<file path="config.mk">
export PLATFORM = sky130hd
export DESIGN_NAME = small_mult_flat
export DESIGN_NICKNAME = d
export VERILOG_FILES = /design/src/rtl/small_mult_if.sv /design/src/rtl/small_mult.sv /design/src/flat_wrapper.sv
export SDC_FILE = /design/constraint.sdc
export NUM_CORES = 1
export LEC_CHECK = 0
export CAP_MARGIN = 5
export CORE_MARGIN = 8
export CORE_UTILIZATION = 58
export DETAILED_ROUTE_END_ITERATION = 10
export PLACE_DENSITY = 0.83
export SLEW_MARGIN = 10
export SYNTH_ARGS = -nofsm -noshare
export SYNTH_HDL_FRONTEND = slang
export SYNTH_SLANG_ARGS = --single-unit
export TNS_END_PERCENT = 20
</file>
<file path="constraint.sdc">
create_clock -name clk -period 8.36 [get_ports clk]
set_clock_uncertainty 0.05 [all_clocks]
set_input_delay 2.508 -clock clk [delete_from_list [all_inputs] [get_ports clk]]
set_output_delay 2.508 -clock clk [all_outputs]
set_load 0.01 [all_outputs]
</file>
<file path="src/rtl/small_mult_if.sv">
// small_mult_if: valid/ready operand and result bundle for small_mult
interface small_mult_if #(parameter int WIDTH = 4);
    logic [WIDTH-1:0]   in0;
    logic [WIDTH-1:0]   in1;
    logic               in_valid;
    logic               in_ready;
    logic [2*WIDTH-1:0] out0;
    logic               out_valid;
    modport master(output in0, in1, in_valid, input in_ready, out0, out_valid);
    modport slave(input in0, in1, in_valid, output in_ready, out0, out_valid);
endinterface

</file>
<file path="src/rtl/small_mult.sv">
// small_mult: iterative signed shift-add multiplier, one multiplier bit per clock
module small_mult #(
    parameter int WIDTH = 4
) (
    input logic         clk,
    input logic         rst_n,
    small_mult_if.slave bus
);
    localparam int PW = 2 * WIDTH;
    localparam int CW = $clog2(WIDTH);
    typedef enum logic {IDLE, BUSY} state_t;
    state_t          state_q, state_d;
    logic [PW-1:0]   m_q, m_d, acc_q, acc_d, out0_q, out0_d, addend, sum;
    logic [WIDTH-1:0] q_q, q_d;
    logic [CW-1:0]   cnt_q, cnt_d;
    logic            out_valid_q, out_valid_d, start, last;
    always_ff @(posedge clk or negedge rst_n) begin
        if (!rst_n) begin
            state_q     <= IDLE;
            m_q         <= '0;
            q_q         <= '0;
            acc_q       <= '0;
            cnt_q       <= '0;
            out0_q      <= '0;
            out_valid_q <= 1'b0;
        end else begin
            state_q     <= state_d;
            m_q         <= m_d;
            q_q         <= q_d;
            acc_q       <= acc_d;
            cnt_q       <= cnt_d;
            out0_q      <= out0_d;
            out_valid_q <= out_valid_d;
        end
    end
    always_comb begin
        start   = state_q == IDLE && bus.in_valid;
        last    = cnt_q == CW'(WIDTH - 1);
        state_d = start ? BUSY : (state_q == BUSY && last) ? IDLE : state_q;
    end
    // the sign bit of the multiplier carries weight -2^(W-1), so it subtracts
    always_comb begin
        addend      = m_q << cnt_q;
        sum         = !q_q[cnt_q] ? acc_q : last ? acc_q - addend : acc_q + addend;
        m_d         = start ? {{WIDTH{bus.in0[WIDTH-1]}}, bus.in0} : m_q;
        q_d         = start ? bus.in1 : q_q;
        acc_d       = state_q == BUSY ? sum : '0;
        cnt_d       = state_q == BUSY ? cnt_q + 1'b1 : '0;
        out0_d      = state_q == BUSY && last ? sum : out0_q;
        out_valid_d = state_q == BUSY && last;
    end
    always_comb begin
        bus.in_ready  = state_q == IDLE;
        bus.out0      = out0_q;
        bus.out_valid = out_valid_q;
    end
endmodule

</file>
<file path="src/flat_wrapper.sv">
// flat-port wrapper written by rule: the top's interface ports become plain ports
module small_mult_flat 
#(
    parameter int WIDTH = 4
)
  (clk, rst_n, bus_in0, bus_in1, bus_in_valid, bus_in_ready, bus_out0, bus_out_valid);
  small_mult_if #(.WIDTH(WIDTH)) bus_i ();
  input logic clk;
  input logic rst_n;
  input wire logic [$bits(bus_i.in0)-1:0] bus_in0;
  input wire logic [$bits(bus_i.in1)-1:0] bus_in1;
  input wire logic [$bits(bus_i.in_valid)-1:0] bus_in_valid;
  output wire logic [$bits(bus_i.in_ready)-1:0] bus_in_ready;
  output wire logic [$bits(bus_i.out0)-1:0] bus_out0;
  output wire logic [$bits(bus_i.out_valid)-1:0] bus_out_valid;
  assign bus_i.in0 = bus_in0;
  assign bus_i.in1 = bus_in1;
  assign bus_i.in_valid = bus_in_valid;
  assign bus_in_ready = bus_i.in_ready;
  assign bus_out0 = bus_i.out0;
  assign bus_out_valid = bus_i.out_valid;
  small_mult #(.WIDTH(WIDTH)) u_core (.clk(clk), .rst_n(rst_n), .bus(bus_i));
endmodule
</file>
==> results of run 1 <==
## cell families (layout without fill, tap and decap cells)
kind of cell	Yosys count	count (layout)	synth area share, %
simple gates	45	45	14.4
fa+ha+maj	8	8	6.64
buf+inv	15	31	4.40
flops	28	28	43.2
compound gates	36	36	12.7
mux	17	17	12.7
xor+xnor	11	11	5.95
## through the flow
| step | hold slack (ns) | instances | instance area (sq um) | setup WS, ns |
|---|---|---|---|---|
| 5_1_grt | 0.492 | 207 | 1860 | 4.16 |
| 4_1_cts | 0.465 | 207 | 1870 | 4.26 |
| 3_3_place_gp | 0.414 | 203 | 1810 | 4.30 |
| 2_1_floorplan | 0.425 | 160 | 1620 | 4.92 |
| 3_5_place_dp | 0.429 | 203 | 1810 | 4.22 |
| 6_report | 0.461 | 207 | 1860 | 4.26 |
## flip-flops by register name, indices dropped and copies added, names as in the netlist
| register | cells |
|---|---|
| u_core.bus.out_valid | 1 |
| u_core.cnt_q | 2 |
| u_core.q_q | 4 |
| u_core.bus.out0 | 8 |
| u_core.m_q | 4 |
| u_core.state_q | 1 |
| u_core.acc_q | 8 |
## final cells by class
class / count / share of cell area, %
tap: 31 / 2.08
clock buffer: 3 / 1.21
multi-input combinational: 117 / 45.6
inverter: 7 / 1.41
clock inverter: 1 / 1.61
sequential: 28 / 37.6
timing repair buffer: 20 / 10.5
## worst paths after layout
kind                                           startpoint                             end  slack [ns]
max                            u_core.state_q$_DFFE_PN0P_                    bus_in_ready        4.26
min                        u_core.bus.out0[7]$_DFFE_PN0P_  u_core.bus.out0[7]$_DFFE_PN0P_        0.46
max reg2reg                     u_core.cnt_q[0]$_DFF_PN0_  u_core.bus.out0[5]$_DFFE_PN0P_        4.72
min reg2reg                u_core.bus.out0[7]$_DFFE_PN0P_  u_core.bus.out0[7]$_DFFE_PN0P_        0.46
max in group asynchronous                           rst_n       u_core.q_q[2]$_DFFE_PN0P_        5.74
min in group asynchronous                           rst_n  u_core.bus.out0[1]$_DFFE_PN0P_        2.11
## synth_stat cells, drive strengths merged (3+ instances only)
library cell | instances | area share [%]
ha | 7 | 5.4
buf | 5 | 2.1
mux2i | 7 | 4.3
xnor2 | 5 | 2.7
dfrtp | 28 | 43
mux2 | 8 | 5.6
nand2 | 16 | 3.7
a31oi | 3 | 1.2
nor2 | 13 | 3.0
o21ai | 17 | 5.3
inv | 7 | 1.6
nor2b | 4 | 1.5
clkbuf | 3 | 0.69
xor2 | 6 | 3.2
a21oi | 8 | 2.5
## per-layer routing
layer | wire (um) | track usage [%] | vias up | part of all wire [%]
li1 | - | - | 588 | -
met1 | 1420 | 20.2 | 617 | 42
met2 | 1710 | 25.5 | 38 | 50
met3 | 200 | 3.39 | 8 | 5.9
met4 | 82 | 6.52 | 0 | 2.4
met5 | 0 | 0 | - | 0
## worst max-delay path, delay by kind of cell (launching register included)
family | cells | cell delay (ns)
flops | 1 | 0.46
buf+inv | 2 | 0.75
## placed cells by master (no fill, tap or decap)
| master | n |
|---|---|
| or3b_1 | 1 |
| o22ai_1 | 2 |
| mux4_2 | 2 |
| and2_1 | 2 |
| o21ai_0 | 16 |
| ha_1 | 7 |
| mux2i_1 | 7 |
| inv_2 | 1 |
| clkdlybuf4s50_1 | 19 |
| nand2b_1 | 1 |
| o21ai_1 | 1 |
| xor2_1 | 6 |
| a31o_2 | 1 |
| nor2b_1 | 4 |
| dfrtp_1 | 28 |
| a31oi_1 | 3 |
| nand2_1 | 16 |
| buf_2 | 1 |
| fa_1 | 1 |
| xnor2_1 | 5 |
| mux2_2 | 8 |
| a21o_1 | 2 |
| nor3b_1 | 2 |
| or2_2 | 1 |
| a21oi_1 | 8 |
| bufinv_16 | 1 |
| clkbuf_4 | 3 |
| nor3_1 | 2 |
| o21bai_1 | 1 |
| nor2_1 | 13 |
| nor4b_4 | 1 |
| a2bb2oi_1 | 1 |
| inv_1 | 6 |
| and4_1 | 1 |
| or3b_2 | 1 |
| a311oi_1 | 1 |
==> summary.txt, run 1 <==
CTS
  – H-Tree Level Count: 1
  – CTS tree: done
  – Clock root cell: clkbuf_4
  – CTS clk-pin slew, worst paths: 0.15 ns
  – CTS sink count: 28
  – Clk_lat worst skew: 0.33 ns
  – CTS Buffer Depth: 2
  – Total CTS buffers: 3
  – # hold bufs at CTS: 0
  – Post-CTS sizing: 0
  – Post-CTS setup buffer count: 0

Worst setup path
  – Worst path slowest cell: clkdlybuf4s50_1
  – Worst setup EP type: primary output
  – Startpoint types: register
  – Critical path class: register to primary output
  – WP data required: 5.80 ns
  – Reg2reg path depth: 11
  – Cells along the critical path: inv_2, clkdlybuf4s50_1
  – Worst path arrival time: 1.54 ns
  – Max incr delay on CP: 0.57 ns
  – Worst-path fanout max: 10

Synthesis
  – Post-synthesis async set-or-reset flop share: 100%
  – Post-synth net total: 179
  – Post-synth EDFFs: 0
  – Primary FF master, synth: dfrtp_1
  – Seq cells post-synth: 28
  – Ys Warns: 0
  – Synthesized area: 1620 sq um
  – Netlist cell types: 36
  – Post-synthesis sequential area ratio: 43.2%
  – Number of cells produced by synthesis: 160
  – Avg Inst Size Synth: 10.1 sq um

STA
  – RSZ-0062 raised after global routing: false
  – Final critical-path share of the clock period: 49.1%
  – Worst slew margin: 53.5%
  – Fmax: 0.244 GHz
  – Final setup violation count: 0
  – Max Slew Vio Count: 0
  – Fin crit period: 4.10 ns
  – Worst Tran Pin Value: 0.695 ns
  – Final Hold Vio Count: 0
  – Setup TNS: 0 ns

Global routing
  – Largest net degree at the start of global routing: 29
  – Total grt overflow: 0
  – Global-route wire length before repair: 5750 um
  – Tot GR Track Use: 15.8%
  – Initial antenna violation count: 0
  – Vias in the first global route: 1,255

Finish
  – Reg area: 701 sq um
  – Antenna cells: 0
  – Layout Nets: 196
  – Multi-input gate area: 848 sq um
  – Share of layout cells above drive strength 1: 11.4%
  – P&R area growth vs syn: 14.9%
  – Filler cells: 201
  – Fin util: 68.7%

Flow run
  – # Max-Cap Violations: 0

Routing
  – Routed Antenna Nets: 0
  – Number of vias per cell: 6.04
  – Drt first-iter violations: 36
  – Final WL: 3420 um
  – Vias: 1,251
  – Post-detailed-route DRC marker count: 0
  – Initial DRT Pass Iterations: 4
  – Drt wl/cell: 16.5 um

Placement
  – PortBufs: 20
  – Final GP Congestion: 0.848
  – Detailed placer's ending HPWL: 2640 um

Die
  – Placeable Area: 2710 sq um
  – FP Rows: 19
  – Die Height: 68.9 um
  – Die area: 4740 sq um
  – Starting Density: 59.8%
  – Die X: 68.9 um
  – IO Pins: 21

Hold path
  – Tightest Hold Check Type: register to register
  – Hold path depth: 2

Run status
  – Outcome: completed
Power of run 1 is not shown: default switching activity piles up to over one toggle a cycle in this logic, so the estimate is an artifact.
==> run 2, diff against run 1 <==
CORE_UTILIZATION = 54   (was 58)
PLACE_DENSITY = 0.78   (was 0.83)
clock period = 4.1 ns   (was 8.36 ns; I/O delays follow)
==> summary.txt, run 2 (synthesized netlist as in run 1, its figures left out) <==
CTS
  – CTS tree: done
  – Total CTS buffers: 3 (unchanged)
  – CTS clk-pin slew, worst paths: 0.14 ns (about the same)
  – CTS sink count: 28 (unchanged)
  – Clock root cell: clkbuf_4
  – CTS Buffer Depth: 2 (unchanged)
  – Post-CTS setup buffer count: 0 (unchanged)
  – H-Tree Level Count: 1 (unchanged)
  – Clk_lat worst skew: 0.33 ns (about the same)
  – # hold bufs at CTS: 0 (unchanged)
  – Post-CTS sizing: 0 (unchanged)

Routing
  – Number of vias per cell: 5.68 (-6.0%)
  – Drt first-iter violations: 59 (+64%)
  – Vias: 1,187 (-5.1%)
  – Initial DRT Pass Iterations: 4 (unchanged)
  – Post-detailed-route DRC marker count: 0 (unchanged)
  – Routed Antenna Nets: 0 (unchanged)
  – Drt wl/cell: 14.7 um (-11%)
  – Final WL: 3080 um (-9.9%)

Global routing
  – Tot GR Track Use: 12.9% (-2.9 points)
  – Largest net degree at the start of global routing: 29 (unchanged)
  – Vias in the first global route: 1,237 (-1.4%)
  – Global-route wire length before repair: 5300 um (-7.9%)
  – Total grt overflow: 0 (unchanged)
  – Initial antenna violation count: 0 (unchanged)

STA
  – Worst slew margin: 51.1% (-2.4 points)
  – Fin crit period: 3.39 ns
  – Final Hold Vio Count: 0 (unchanged)
  – Fmax: 0.295 GHz
  – Worst Tran Pin Value: 0.731 ns (+0.0360 ns)
  – Final setup violation count: 0 (unchanged)
  – Setup TNS: 0 ns (unchanged)
  – Max Slew Vio Count: 0 (unchanged)
  – RSZ-0062 raised after global routing: false
  – Final critical-path share of the clock period: 82.7%

Placement
  – Detailed placer's ending HPWL: 2380 um (-10%)
  – Placed Instance Area: 1820 sq um (+0.55%)
  – Inst Count DP: 206 (+1.5%)
  – Final GP Congestion: 0.801 (-5.5%)
  – PortBufs: 20 (unchanged)

Die
  – Starting Density: 54.9% (-4.9 points)
  – FP Rows: 20 (+1)
  – IO Pins: 21 (unchanged)
  – Placeable Area: 2950 sq um (+9.0%)
  – Die Height: 70.8 um (+2.8%)
  – Die X: 70.8 um (+2.8%)
  – Die area: 5010 sq um (+5.7%)

Finish
  – P&R area growth vs syn: 14.0%
  – Share of layout cells above drive strength 1: 10.8% (-0.57 points)
  – Most frequent cells in the layout: dfrtp_1 (28), clkdlybuf4s50_1 (20), nand2_1 (16), o21ai_0 (16), nor2_1 (13)
  – Post-route insts no fill: 209 (+0.97%)
  – Antenna cells: 0 (unchanged)
  – Commonest non-fill, non-tap cell in the layout: dfrtp_1
  – Layout Nets: 197 (+0.51%)
  – Final Cell Area: 1850 sq um (-0.81%)

Worst setup path
  – Crit Reg-Reg Endpoint: u_core.bus.out0[5]$_DFFE_PN0P_
  – Cells along the critical path: ha_1, or3b_2, a311oi_1, a31oi_1, ha_1, nand2_1, o21ai_0, a31oi_1, xnor2_1, mux2i_1, o21ai_0
  – FF-to-FF Start: u_core.cnt_q[0]$_DFF_PN0_
  – Register-to-register setup slack: 0.71 ns (-4.01 ns)
  – Reg2reg path depth: 11 (unchanged)
  – Worst path slowest cell: dfrtp_1
  – Worst path arrival time: 3.55 ns (+2.01 ns)
  – Worst-path fanout max: 13 (+3)
  – Max incr delay on CP: 0.57 ns (about the same)
  – Critical path class: register to register
  – Worst setup EP type: register
  – Startpoint types: register
  – WP data required: 4.26 ns (-1.54 ns)

Run status
  – Outcome: completed

Hold path
  – Hold path depth: 2 (unchanged)
  – Tightest Hold Check Type: register to register
  – Hold_sp: u_core.bus.out0[4]$_DFFE_PN0P_
  – Worst hold endpoint: u_core.bus.out0[4]$_DFFE_PN0P_

Flow run
  – # Max-Cap Violations: 0 (unchanged)
## run 2: cell types whose count changed in the layout (fill, tap and decap cells not counted)
cell and change:
buf_2 -1, buf_4 +1, clkdlybuf4s50_1 +1, bufinv_16 -1
## run 2: worst max path at each step
| stage | start | to | slack (ns) | cells past startpoint |
|---|---|---|---|---|
| 3_3_place_gp | u_core.cnt_q[0]$_DFF_PN0_ | u_core.bus.out0[7]$_DFFE_PN0P_ | 0.93 | 11 |
| 5_1_grt | u_core.cnt_q[0]$_DFF_PN0_ | u_core.bus.out0[5]$_DFFE_PN0P_ | 0.42 | 13 |
| 4_1_cts | u_core.cnt_q[0]$_DFF_PN0_ | u_core.bus.out0[7]$_DFFE_PN0P_ | 0.71 | 11 |
| 6_report | u_core.cnt_q[0]$_DFF_PN0_ | u_core.bus.out0[5]$_DFFE_PN0P_ | 0.71 | 11 |
| 2_1_floorplan | u_core.cnt_q[1]$_DFF_PN0_ | u_core.bus.out0[7]$_DFFE_PN0P_ | 1.18 | 12 |
| 3_5_place_dp | u_core.cnt_q[0]$_DFF_PN0_ | u_core.bus.out0[5]$_DFFE_PN0P_ | 0.74 | 11 |
## run 2: cell type report
type / instances / area (sq um)
timing repair buffer: 21 / 208
tap: 33 / 41.3
sequential: 28 / 701
multi-input combinational: 117 / 848
inverter: 7 / 26.3
fill: 256 / 1110
clock buffer: 3 / 22.5
## run 2: through the flow
stage | util (%) | setup slack (ns) | hold slack [ns]
floorplan | - | 1.18 | 0.425
global route | 62.5 | 0.423 | 0.501
detailed placement | 61.8 | 0.740 | 0.419
global placement | 61.8 | 0.927 | 0.410
finish | 62.5 | 0.708 | 0.445
CTS | 62.5 | 0.712 | 0.452
## run 2: per-layer routing
| layer | wire length, um | vias to the layer above | global-route usage [%] |
|---|---|---|---|
| met3 | 111 | 5 | 2.26 |
| met4 | 44 | 0 | 5.77 |
| li1 | - | 586 | - |
| met1 | 1340 | 570 | 14.6 |
| met5 | 0 | - | 0 |
| met2 | 1580 | 26 | 23.2 |
## run 2: worst max-delay path, delay by kind of cell (launching register included)
family          cells  cell delay [ns]
flops               1             0.57
compound gates      5             0.99
mux                 1             0.17
simple gates        2             0.56
fa+ha+maj           2             0.79
xor+xnor            1             0.16
Power of run 2 is left out for the same reason.
